<file path="src/rtl/dataflow_frame_sequencer_if.sv">
// Control bundle between the frame sequencer, the host ap_ctrl_hs port and
// the producer (P0) / consumer (P1) process instances.
interface dataflow_frame_sequencer_if #(
    parameter int CNT_W = 16
);
    // Handshake rule for every start/ready pair: a transfer (accept event)
    // happens on a rising edge where start and ready are both high; start is
    // raised independently of ready, and ready may depend combinationally on start.
    logic             ap_start;
    logic             ap_ready;
    logic             ap_done;
    logic             ap_idle;
    logic             p0_start;
    logic             p0_ready;
    logic             p0_done;
    logic             p0_idle;
    logic             p1_start;
    logic             p1_ready;
    logic             p1_done;
    logic             p1_idle;
    logic [3:0]       tokens;
    logic [CNT_W-1:0] frames_done;
    logic             clr_stall;
    logic             stall;
    logic [1:0]       stall_vec;

    modport master (
        output ap_start, p0_ready, p0_done, p0_idle,
               p1_ready, p1_done, p1_idle, clr_stall,
        input  ap_ready, ap_done, ap_idle, p0_start, p1_start,
               tokens, frames_done, stall, stall_vec
    );

    modport slave (
        input  ap_start, p0_ready, p0_done, p0_idle,
               p1_ready, p1_done, p1_idle, clr_stall,
        output ap_ready, ap_done, ap_idle, p0_start, p1_start,
               tokens, frames_done, stall, stall_vec
    );
endinterface

</file>
<file path="src/rtl/dataflow_frame_sequencer.sv">
// Top-level ap_ctrl_hs controller for a producer/consumer frame pipeline:
// start gating via frame tokens, busy tracking, frame counting and a stall watchdog.
module dataflow_frame_sequencer #(
    parameter int TOKEN_DEPTH = 2,
    parameter int CNT_W       = 16,
    parameter int STALL_LIMIT = 1000000
) (
    input  logic                      ap_clk,
    input  logic                      ap_rst,
    dataflow_frame_sequencer_if.slave bus
);
    localparam logic [3:0]  DEPTH      = 4'(TOKEN_DEPTH);
    localparam logic [31:0] STALL_TRIP = 32'(STALL_LIMIT - 1);

    logic [3:0]       tokens_q, tokens_d;
    logic             p0_busy_q, p0_busy_d;
    logic             p1_busy_q, p1_busy_d;
    logic             ap_done_q, ap_done_d;
    logic [CNT_W-1:0] frames_q, frames_d;
    logic [31:0]      wd_cnt_q, wd_cnt_d;
    logic             stall_q, stall_d;
    logic [1:0]       stall_vec_q, stall_vec_d;

    logic p0_start_raw;
    logic p1_start_raw;
    logic p0_acc;
    logic p1_acc;
    logic progress;
    logic wd_count_en;

    always_comb begin
        p0_start_raw = bus.ap_start && (tokens_q < DEPTH);
        p1_start_raw = (tokens_q != 4'd0);
        p0_acc       = p0_start_raw && bus.p0_ready;
        p1_acc       = p1_start_raw && bus.p1_ready;
        progress     = p0_acc || p1_acc || bus.p0_done || bus.p1_done;
        wd_count_en  = (p0_busy_q || p1_busy_q) && !progress && !bus.clr_stall;
    end

    always_comb begin
        tokens_d = tokens_q;
        case ({bus.p0_done, p1_acc})
            2'b10:   tokens_d = tokens_q + 4'd1;
            2'b01:   tokens_d = tokens_q - 4'd1;
            default: tokens_d = tokens_q;
        endcase

        // A done and a fresh accept in one cycle means a new frame is already running.
        p0_busy_d = p0_acc || (p0_busy_q && !bus.p0_done);
        p1_busy_d = p1_acc || (p1_busy_q && !bus.p1_done);

        ap_done_d = bus.p1_done;
        frames_d  = bus.p1_done ? frames_q + 1'b1 : frames_q;
    end

    always_comb begin
        wd_cnt_d    = 32'd0;
        stall_d     = stall_q;
        stall_vec_d = stall_vec_q;
        if (wd_count_en && (wd_cnt_q != '1))
            wd_cnt_d = wd_cnt_q + 32'd1;
        if (bus.clr_stall) begin
            stall_d     = 1'b0;
            stall_vec_d = 2'b00;
        end else if (wd_count_en && !stall_q && (wd_cnt_q == STALL_TRIP)) begin
            stall_d     = 1'b1;
            stall_vec_d = {p1_busy_q, p0_busy_q};
        end
    end

    always_ff @(posedge ap_clk or posedge ap_rst) begin
        if (ap_rst) begin
            tokens_q    <= 4'd0;
            p0_busy_q   <= 1'b0;
            p1_busy_q   <= 1'b0;
            ap_done_q   <= 1'b0;
            frames_q    <= '0;
            wd_cnt_q    <= 32'd0;
            stall_q     <= 1'b0;
            stall_vec_q <= 2'b00;
        end else begin
            tokens_q    <= tokens_d;
            p0_busy_q   <= p0_busy_d;
            p1_busy_q   <= p1_busy_d;
            ap_done_q   <= ap_done_d;
            frames_q    <= frames_d;
            wd_cnt_q    <= wd_cnt_d;
            stall_q     <= stall_d;
            stall_vec_q <= stall_vec_d;
        end
    end

    // Combinational outputs are forced low while reset is asserted.
    assign bus.p0_start    = p0_start_raw && !ap_rst;
    assign bus.p1_start    = p1_start_raw && !ap_rst;
    assign bus.ap_ready    = p0_acc && !ap_rst;
    assign bus.ap_idle     = !ap_rst && !bus.ap_start && !p0_busy_q && !p1_busy_q &&
                             bus.p0_idle && bus.p1_idle && (tokens_q == 4'd0) && !ap_done_q;
    assign bus.ap_done     = ap_done_q;
    assign bus.tokens      = tokens_q;
    assign bus.frames_done = frames_q;
    assign bus.stall       = stall_q;
    assign bus.stall_vec   = stall_vec_q;

    token_overflow_a: assert property (@(posedge ap_clk) disable iff (ap_rst)
        !(bus.p0_done && (tokens_q == DEPTH) && !p1_acc));

endmodule

</file>
<file path="src/flat_wrapper.sv">
// flat-port wrapper written by rule: the top's interface ports become plain ports
module dataflow_frame_sequencer_flat 
#(
    parameter int TOKEN_DEPTH = 2,
    parameter int CNT_W       = 16,
    parameter int STALL_LIMIT = 1000000
)
  (ap_clk, ap_rst, bus_ap_start, bus_p0_ready, bus_p0_done, bus_p0_idle, bus_p1_ready, bus_p1_done, bus_p1_idle, bus_clr_stall, bus_ap_ready, bus_ap_done, bus_ap_idle, bus_p0_start, bus_p1_start, bus_tokens, bus_frames_done, bus_stall, bus_stall_vec);
  dataflow_frame_sequencer_if #(.CNT_W(CNT_W)) bus_i ();
  input  logic ap_clk;
  input  logic ap_rst;
  input wire logic [$bits(bus_i.ap_start)-1:0] bus_ap_start;
  input wire logic [$bits(bus_i.p0_ready)-1:0] bus_p0_ready;
  input wire logic [$bits(bus_i.p0_done)-1:0] bus_p0_done;
  input wire logic [$bits(bus_i.p0_idle)-1:0] bus_p0_idle;
  input wire logic [$bits(bus_i.p1_ready)-1:0] bus_p1_ready;
  input wire logic [$bits(bus_i.p1_done)-1:0] bus_p1_done;
  input wire logic [$bits(bus_i.p1_idle)-1:0] bus_p1_idle;
  input wire logic [$bits(bus_i.clr_stall)-1:0] bus_clr_stall;
  output wire logic [$bits(bus_i.ap_ready)-1:0] bus_ap_ready;
  output wire logic [$bits(bus_i.ap_done)-1:0] bus_ap_done;
  output wire logic [$bits(bus_i.ap_idle)-1:0] bus_ap_idle;
  output wire logic [$bits(bus_i.p0_start)-1:0] bus_p0_start;
  output wire logic [$bits(bus_i.p1_start)-1:0] bus_p1_start;
  output wire logic [$bits(bus_i.tokens)-1:0] bus_tokens;
  output wire logic [$bits(bus_i.frames_done)-1:0] bus_frames_done;
  output wire logic [$bits(bus_i.stall)-1:0] bus_stall;
  output wire logic [$bits(bus_i.stall_vec)-1:0] bus_stall_vec;
  assign bus_i.ap_start = bus_ap_start;
  assign bus_i.p0_ready = bus_p0_ready;
  assign bus_i.p0_done = bus_p0_done;
  assign bus_i.p0_idle = bus_p0_idle;
  assign bus_i.p1_ready = bus_p1_ready;
  assign bus_i.p1_done = bus_p1_done;
  assign bus_i.p1_idle = bus_p1_idle;
  assign bus_i.clr_stall = bus_clr_stall;
  assign bus_ap_ready = bus_i.ap_ready;
  assign bus_ap_done = bus_i.ap_done;
  assign bus_ap_idle = bus_i.ap_idle;
  assign bus_p0_start = bus_i.p0_start;
  assign bus_p1_start = bus_i.p1_start;
  assign bus_tokens = bus_i.tokens;
  assign bus_frames_done = bus_i.frames_done;
  assign bus_stall = bus_i.stall;
  assign bus_stall_vec = bus_i.stall_vec;
  dataflow_frame_sequencer #(.TOKEN_DEPTH(TOKEN_DEPTH), .CNT_W(CNT_W), .STALL_LIMIT(STALL_LIMIT)) u_core (.ap_clk(ap_clk), .ap_rst(ap_rst), .bus(bus_i));
endmodule
</file>
<file path="config.mk">
export PLATFORM = sky130hd
export DESIGN_NAME = dataflow_frame_sequencer_flat
export DESIGN_NICKNAME = d
export VERILOG_FILES = /design/src/rtl/dataflow_frame_sequencer_if.sv /design/src/rtl/dataflow_frame_sequencer.sv /design/src/flat_wrapper.sv
export SDC_FILE = /design/constraint.sdc
export NUM_CORES = 1
export LEC_CHECK = 0
export BUFFER_PORTS_ARGS = -buffer_cell sky130_fd_sc_hd__buf_2
export CAP_MARGIN = 20
export CORE_UTILIZATION = 35
export DETAILED_ROUTE_END_ITERATION = 8
export GPL_ROUTABILITY_DRIVEN = 0
export SYNTH_ARGS = -nofsm -noshare
export SYNTH_HDL_FRONTEND = slang
export SYNTH_SLANG_ARGS = --single-unit
</file>
<file path="constraint.sdc">
create_clock -name ap_clk -period 5.22 [get_ports ap_clk]
set_input_delay 0.522 -clock ap_clk [delete_from_list [all_inputs] [get_ports ap_clk]]
set_output_delay 0.522 -clock ap_clk [all_outputs]
set_load 0.005 [all_outputs]
</file>
# After elaboration in Yosys (flattened, before gate mapping)
# Index checks and enable logic that the tools add are counted.
# op_classes
n_addsub	4
n_lt_le_gt_ge	1
n_eq_ne	4
n_mux	6
n_reduce_logical	40
# ops
op	count
$add A32 B1 Y32 const B	1
$eq A32 B20 Y1 const B	1
$mux W32	1
$ne A32 B32 Y1 const B	1
$logic_and A1 B1 Y1	20
$add A16 B1 Y16 const B	1
$logic_not A1 Y1	10
$pmux W4 S2	1
$logic_or A1 B1 Y1	6
$add A4 B1 Y4 const B	1
$logic_not A4 Y1	1
$lt A4 B2 Y1 const B	1
$mux W2	2
$reduce_bool A2 Y1	2
$reduce_bool A4 Y1	1
$sub A4 B1 Y4 const B	1
$eq A2 B1 Y1 const B	1
$eq A2 B2 Y1 const B	1
$mux W1	2
# totals
reg_bits	58
elab_cells	63

# Depth between registers and ports, before layout
# Gate-level depths: netlist of run 1.
# depth
ltp_word	13
depth_mapped	9

# Worst setup path before layout of run 1
# OpenSTA, ideal clock, no wires.
# synth_timing
kind	register -> register
from	register u_core.tokens_q[0], in the netlist u_core.bus.tokens[0]
to	register u_core.tokens_q[3], in the netlist u_core.bus.tokens[3]
setup_time_ns	0.126
t_arrival_ns	2.157
required_time_ns	5.094
slack_ns	2.937
path_stages_with_launch	10
period_less_slack_ns	2.283
cell_sequence	dfrtp_1 -> o41ai_1 -> inv_1 -> ha_1 -> ha_1 -> a21o_1 -> a21oi_1 -> xnor2_1 -> nor2_1 -> xor2_1
# synth_between
elab_chain_cells	4
elab_cells_between_ends	8
classes_between	2 x add/sub; 2 x eq/ne; 1 x mux; 3 x reduce/logical
# synth_lines
element	line_no	rtl
start: declaration	dataflow_frame_sequencer.sv:15	logic [3:0] tokens_q, tokens_d;
start signal: assignment	dataflow_frame_sequencer.sv:82	tokens_q <= tokens_d;
parallel branches: the longest is 4 deep, another holds $sub A4 B1 Y4	--	
# Parallel ways; which one is timed is not known.
# A chain may end at the register's enable or synchronous reset.

# Final worst setup path of run 1
# Same ends and word-level chain as after synthesis.

==> out/qor.yml, run 1 <==
global_routing:
  gr-total-overflow: 0
  grt_max_degree: 41
  grtUsageTotal_pct: 15.2
  grt_pass1_vias: 2180
  grt_pass1_wl_um: 10200
  grt_antenna_before_repair: 0
detailed_routing:
  first_iter_violations: 95
  ant_nets: 0
  drc: 0
  dr.pass1.iters: 4
  routedWlPerCell_um: 13.6
  drt_wl_total_um: 5930
  vias_per_cell: 5.13
  num_vias: 2238
floorplanning:
  io_pins: 38
  die-area_um2: 8710
  rows: 32
  fp.coreArea_um2: 7890
  die_y_um: 93.3
  initial_core_util_pct: 37.0
  die_x_um: 93.3
timing:
  period_needed_ns: 2.67
  tightest_slew_ns: 0.940
  rsz0062_at_grt: "false"
  tns_ns: 0
  slew_viol_final: 0
  hold_violations: 0
  period_share_pct: 51.2
  setup_viol: 0
  maxSlewHeadroom_pct: 37.3
  max_freq_mhz: 375
  fin_worst_skew_ns: 0.00914
setup_path:
  crit_path_start_kind: "flip-flop"
  crit_start: "u_core.bus.tokens[0]"
  crit_arrival_ns: 2.90
  path_max_fanout: 6
  crit_path_end_kind: "flip-flop"
  cp.required_ns: 5.45
  r2r_start: "u_core.bus.tokens[0]"
  crit_type: "flip-flop to flip-flop"
power:
  leakage_nw: 1.53
  peakVddDrop_uv: 238
  cellPowerDensity_nw_per_um2: 366
min_path:
  hp-class: "primary input to asynchronous set/reset pin"
cts:
  postCtsSetupBuffers: 0
  cts_sinks: 58
  clk_pin_slew_ns: 0.07
  clock_insertion_delay_worst_skew_ns: 0.34
  tritoncts: "built"
  ctsResizeCount: 0
  cts_hold_buf: 0
  numCtsBuffers: 9
  htree_levels: 3
  root_buffer: "clkbuf_8"
  clock_path_buffers: 2
synthesis:
  ys_warn_count: 0
  ys.flop_type: "dfrtp_1"
  syn_area_um2: 2920
  synth_seq_area_share_pct: 49.7
  syn_nets: 303
  synth_cell_types: 43
  synth.avg_cell_area_um2: 10.2
  ys_ff_latch: 58
  syn_inst: 287
  synth-edff-count: 0
  synthArstFlopShare_pct: 100
job:
  drv_cap: 0
place:
  dp_hpwl_um: 4110
  port_buffers: 37
final_layout:
  layout-drive-gt1-share_pct: 20.1
  area_growth_syn_to_layout_pct: 18.2
  final_nets: 345
  antenna_cells: 0
  utilization_pct: 43.7
  nFillCells: 752
run_status:
  status: "finished, final reports clean"
## worst max-delay path: stages (launching register included)
cell and delay (ns):
dfrtp_1 0.45, o41ai_1 0.76, inv_1 0.11, ha_1 0.25, ha_1 0.29, a21o_1 0.19, a21oi_1 0.17, xnor2_1 0.13
nor2_1 0.07, xor2_1 0.14
## state kept, by name (all words and copies together), names as in the netlist
signal	cells
u_core.bus.stall_vec	2
u_core.p0_busy_q	1
u_core.bus.stall	1
u_core.p1_busy_q	1
u_core.wd_cnt_q	32
u_core.bus.ap_done	1
u_core.bus.frames_done	16
u_core.bus.tokens	4
## report_power, final
part	switching, mW	internal (mW)
clock	0.194	0.321
sequential	0.0547	0.496
combinational	0.0968	0.101
total	0.345	0.918
## through the flow
| stage | setup slack [ns] | power, mW | hold WS (ns) | std cells | area, µm² |
|---|---|---|---|---|---|
| floorplan | 2.94 | 0.681 | 0.451 | 287 | 2920 |
| global placement | 2.64 | 0.754 | 0.458 | 420 | 3200 |
| detailed placement | 2.55 | 0.761 | 0.463 | 420 | 3200 |
| CTS | 2.53 | 1.28 | 0.219 | 436 | 3450 |
| global route | 2.32 | 1.34 | 0.249 | 436 | 3450 |
| finish | 2.55 | 1.26 | 0.210 | 436 | 3450 |
## per-layer routing
metal	vias up	wire length [µm]	track usage [%]	part of all wire [%]
li1	1094	-	-	-
met1	1076	2750	19.7	46
met2	57	2800	23.7	47
met3	11	278	4.07	4.7
met4	0	102	6.79	1.7
met5	-	0	0	0
## synthesized netlist by cell type, types with 2 or more instances
cell type / number / area, µm²
a21o_1: 2 / 15.0
a21oi_1: 6 / 30.0
and2_1: 2 / 12.5
and3_1: 11 / 68.8
and4_1: 5 / 43.8
buf_4: 3 / 22.5
clkbuf_1: 3 / 11.3
dfrtp_1: 58 / 1450
ha_1: 5 / 62.6
inv_1: 13 / 48.8
mux2i_1: 3 / 30.0
nand2_1: 19 / 71.3
nand3_1: 10 / 50.1
nand3_2: 2 / 20.0
nand4_1: 21 / 131
nor2_1: 37 / 139
nor3_1: 7 / 35.0
nor4_1: 4 / 25.0
nor4b_1: 2 / 17.5
o21ai_0: 5 / 25.0
or2_2: 2 / 12.5
or3_1: 3 / 18.8
or4_1: 2 / 15.0
xnor2_1: 18 / 158
xor2_1: 26 / 228
## path summary, 6_finish.rpt
check | slack, ns | cells after the start | endpoint
worst max-delay path | 2.55 | 9 | u_core.bus.tokens[3]
worst min-delay path | 0.21 | 2 | u_core.wd_cnt_q[27]
worst min register to register | 0.47 | 1 | u_core.bus.frames_done[15]
max in group asynchronous | 4.15 | 3 | u_core.wd_cnt_q[2]
worst max register to register | 2.55 | 9 | u_core.bus.tokens[3]
min in group ap_clk | 0.36 | 2 | u_core.bus.stall_vec[1]
## cell type report
cell class                 instances  area (µm²)  area share (%)
inverter                          13        48.8            1.41
multi-input combinational        209        1380            40.0
clock inverter                     7         125            3.63
clock buffer                       9         124            3.59
timing repair buffer              38         193            5.59
tap                              102         128            3.70
sequential                        58        1450            42.1
## kinds of logic after synthesis
| logic type | Yosys count | share of synthesized area (%) |
|---|---|---|
| flip-flops | 58 | 49.7 |
| AO/OA/AOI/OAI | 19 | 4.24 |
| XOR/XNOR | 44 | 13.2 |
| AND/OR/NAND/NOR | 136 | 25.6 |
| buffers and inverters | 20 | 3.00 |
| adder cells (fa/ha/maj) | 6 | 2.83 |
| multiplexers | 4 | 1.41 |
## cells in the final DEF (no fill, tap or decap), types with 2 or more instances in the layout
master / synthesis / final
nor4b_1: 2 / 2
dfrtp_1: 58 / 58
nand2_1: 19 / 19
nor2_1: 37 / 37
nand3_1: 10 / 10
and3_1: 11 / 11
mux2i_1: 3 / 3
nand3_2: 2 / 2
a21oi_1: 6 / 6
nor3_1: 7 / 7
and4_1: 5 / 5
nand4_1: 21 / 21
o21ai_0: 5 / 5
buf_2: 1 / 37
or4_1: 2 / 2
ha_1: 5 / 5
or2_2: 2 / 2
a21o_1: 2 / 2
bufinv_16: 0 / 3
and2_1: 2 / 2
xnor2_1: 18 / 18
inv_1: 13 / 12
or3_1: 3 / 3
clkbuf_8: 0 / 9
xor2_1: 26 / 26
nor4_1: 4 / 4
clkinv_4: 0 / 3
Note: power is estimated with default switching activity, not from simulation.
==> inputs of run 2 (changes only) <==
- clock period: 5.22 -> 2.5 ns (I/O delays scaled with it)
==> run 2 against run 1 <==
Against the previous run:
- utilization increased by 1.1 points
- sequential cell count did not move
- total power up 110%
- first-iteration DRC count is 48% higher
- cell count is 1.8% higher
- via count is 0.89% higher
- worst hold slack got worse by 0.19 ns
- sequential power grew 110%
- design area up 2.5%
- clock power increased by 110%
- critical endpoint unchanged
- largest power group unchanged
==> out/qor.yml, run 2 (synthesized netlist as in run 1, its figures left out) <==
place:
  pre_cts_ws_ns: 0.149  # -2.40 ns
  dp.cells: 428  # +1.9%
  port_buffers: 37  # unchanged
  dp_hpwl_um: 4380  # +6.7%
setup_path:
  crit_arrival_ns: 2.59  # -0.31 ns
  path_max_fanout: 6  # unchanged
  crit_path_start_kind: "flip-flop"
  r2r_setup_slack_ns: 0.14  # -2.41 ns
  crit_path_end_kind: "flip-flop"
  cp.required_ns: 2.73  # -2.72 ns
  crit_type: "flip-flop to flip-flop"
timing:
  hold_violations: 0  # unchanged
  slew_viol_final: 0  # unchanged
  setup_viol: 0  # unchanged
  max_freq_mhz: 423  # +13%
  maxSlewHeadroom_pct: 58.8  # +21 points
  tightest_slew_ns: 0.617  # -0.323 ns
  rsz0062_at_grt: "false"
  setup_slack_ns: 0.139  # -2.41 ns
  period_needed_ns: 2.36  # -0.309 ns
  period_share_pct: 94.5  # +43 points
  tns_ns: 0  # unchanged
  fin_worst_skew_ns: 0.0123  # +0.00312 ns
detailed_routing:
  drt_wl_total_um: 6150  # +3.7%
  drc: 0  # unchanged
  routedWlPerCell_um: 13.9  # +1.8%
  first_iter_violations: 141  # +48%
  num_vias: 2258  # +0.89%
  dr.pass1.iters: 4  # unchanged
  ant_nets: 0  # unchanged
  vias_per_cell: 5.09  # -0.92%
global_routing:
  grt_max_degree: 31  # -24%
  grtUsageTotal_pct: 16.3  # +1.1 points
  grt_antenna_before_repair: 0  # unchanged
  grt_pass1_wl_um: 11000  # +7.3%
  gr-total-overflow: 0  # unchanged
  grt_pass1_vias: 2299  # +5.5%
min_path:
  hp-class: "primary input to asynchronous set/reset pin"
final_layout:
  antenna_cells: 0  # unchanged
  area_growth_syn_to_layout_pct: 21.1
  final_nets: 353  # +2.3%
  layout-drive-gt1-share_pct: 21.9  # +1.9 points
  regMostFlops: "u_core.wd_cnt_q"
  largest_reg_flops: 32  # unchanged
  nFillCells: 744  # -1.1%
  stdcell_count: 444  # +1.8%
  final_cell_mix: "58 x dfrtp_1, 37 x nor2_1, 37 x buf_2, 26 x xor2_1, 21 x nand4_1"
  final_common_cell: "dfrtp_1"
job:
  drv_cap: 0  # unchanged
floorplanning:
  rows: 32  # unchanged
  die_x_um: 93.3  # unchanged
  die-area_um2: 8710  # unchanged
  fp.coreArea_um2: 7890  # unchanged
  initial_core_util_pct: 37.0  # unchanged
  die_y_um: 93.3  # unchanged
  io_pins: 38  # unchanged
cts:
  postCtsSetupBuffers: 0  # unchanged
  numCtsBuffers: 9  # unchanged
  clock_insertion_delay_worst_skew_ns: 0.35  # about the same
  clock_path_buffers: 2  # unchanged
  cts_sinks: 58  # unchanged
  clk_pin_slew_ns: 0.08  # about the same
  root_buffer: "clkbuf_8"
  ctsResizeCount: 0  # unchanged
  cts_hold_buf: 0  # unchanged
  tritoncts: "built"
  htree_levels: 3  # unchanged
power:
  p_sw_mw: 0.736  # +110%
  pwr-share-seq_pct: 43.4  # -0.2 points
  internal_power_mw: 1.93  # +110%
  power_frac_clock_pct: 40.7  # about the same
  sw_frac_of_total_pct: 27.6  # +0.28 points
  peakVddDrop_uv: 532  # +120%
  cellPowerDensity_nw_per_um2: 754  # +110%
  leakage_nw: 1.58  # +3.3%
  comb_power_share_pct: 15.9  # +0.3 points
run_status:
  status: "finished, final reports clean"
-- run 2: per-stage QoR --
stage          cell area [µm²]  hold WS, ns  power [mW]  util (%)
2_1_floorplan             2920        0.281        1.42         -
3_3_place_gp              3290        0.423        1.59      41.7
3_5_place_dp              3290        0.421        1.60      41.7
4_1_cts                   3530       0.0392        2.70      44.8
5_1_grt                   3530       0.0808        2.80      44.8
6_report                  3530       0.0198        2.66      44.8
-- run 2: power groups by stage --
stage / sequential, mW / clock (mW) / combinational [mW]
floorplan: 1.16 / 0 / 0.263
global placement: 1.16 / 0 / 0.430
detailed placement: 1.17 / 0 / 0.435
CTS: 1.15 / 1.11 / 0.435
global route: 1.17 / 1.15 / 0.480
finish: 1.16 / 1.09 / 0.423
-- run 2: metal layers --
layer | wire (µm) | GRT usage (%) | vias up | share of wire [%]
li1 | - | - | 1102 | -
met1 | 2980 | 21.0 | 1095 | 48
met2 | 2830 | 25.6 | 49 | 46
met3 | 213 | 3.90 | 12 | 3.5
met4 | 129 | 8.08 | 0 | 2.1
met5 | 0 | 0 | - | 0
-- run 2: area by class of cell --
cell class | count | area, µm² | share of cell area (%)
sequential | 58 | 1450 | 41.1
multi-input combinational | 209 | 1380 | 39.0
timing repair buffer | 46 | 278 | 7.86
tap | 102 | 128 | 3.61
clock inverter | 7 | 125 | 3.54
clock buffer | 9 | 124 | 3.50
inverter | 13 | 48.8 | 1.38
-- run 2: critical path: stages, from the launching register on --
cell and delay, ns:
dfrtp_1 0.44, o41ai_1 0.53, inv_1 0.09, ha_1 0.23
ha_1 0.28, a21o_1 0.17, a21oi_1 0.16, xnor2_1 0.14
nor2_1 0.06, xor2_1 0.14
-- run 2: path summary, 6_finish.rpt --
check	from	endpoint	depth (start not counted)
worst max register to register	u_core.bus.tokens[0]	u_core.bus.tokens[3]	9
worst max-delay path	u_core.bus.tokens[0]	u_core.bus.tokens[3]	9
worst min register to register	u_core.bus.frames_done[15]	u_core.bus.frames_done[15]	1
min in group ap_clk	bus_clr_stall	u_core.bus.stall_vec[1]	2
max in group asynchronous	ap_rst	u_core.bus.frames_done[1]	3
worst min-delay path	ap_rst	u_core.wd_cnt_q[30]	2
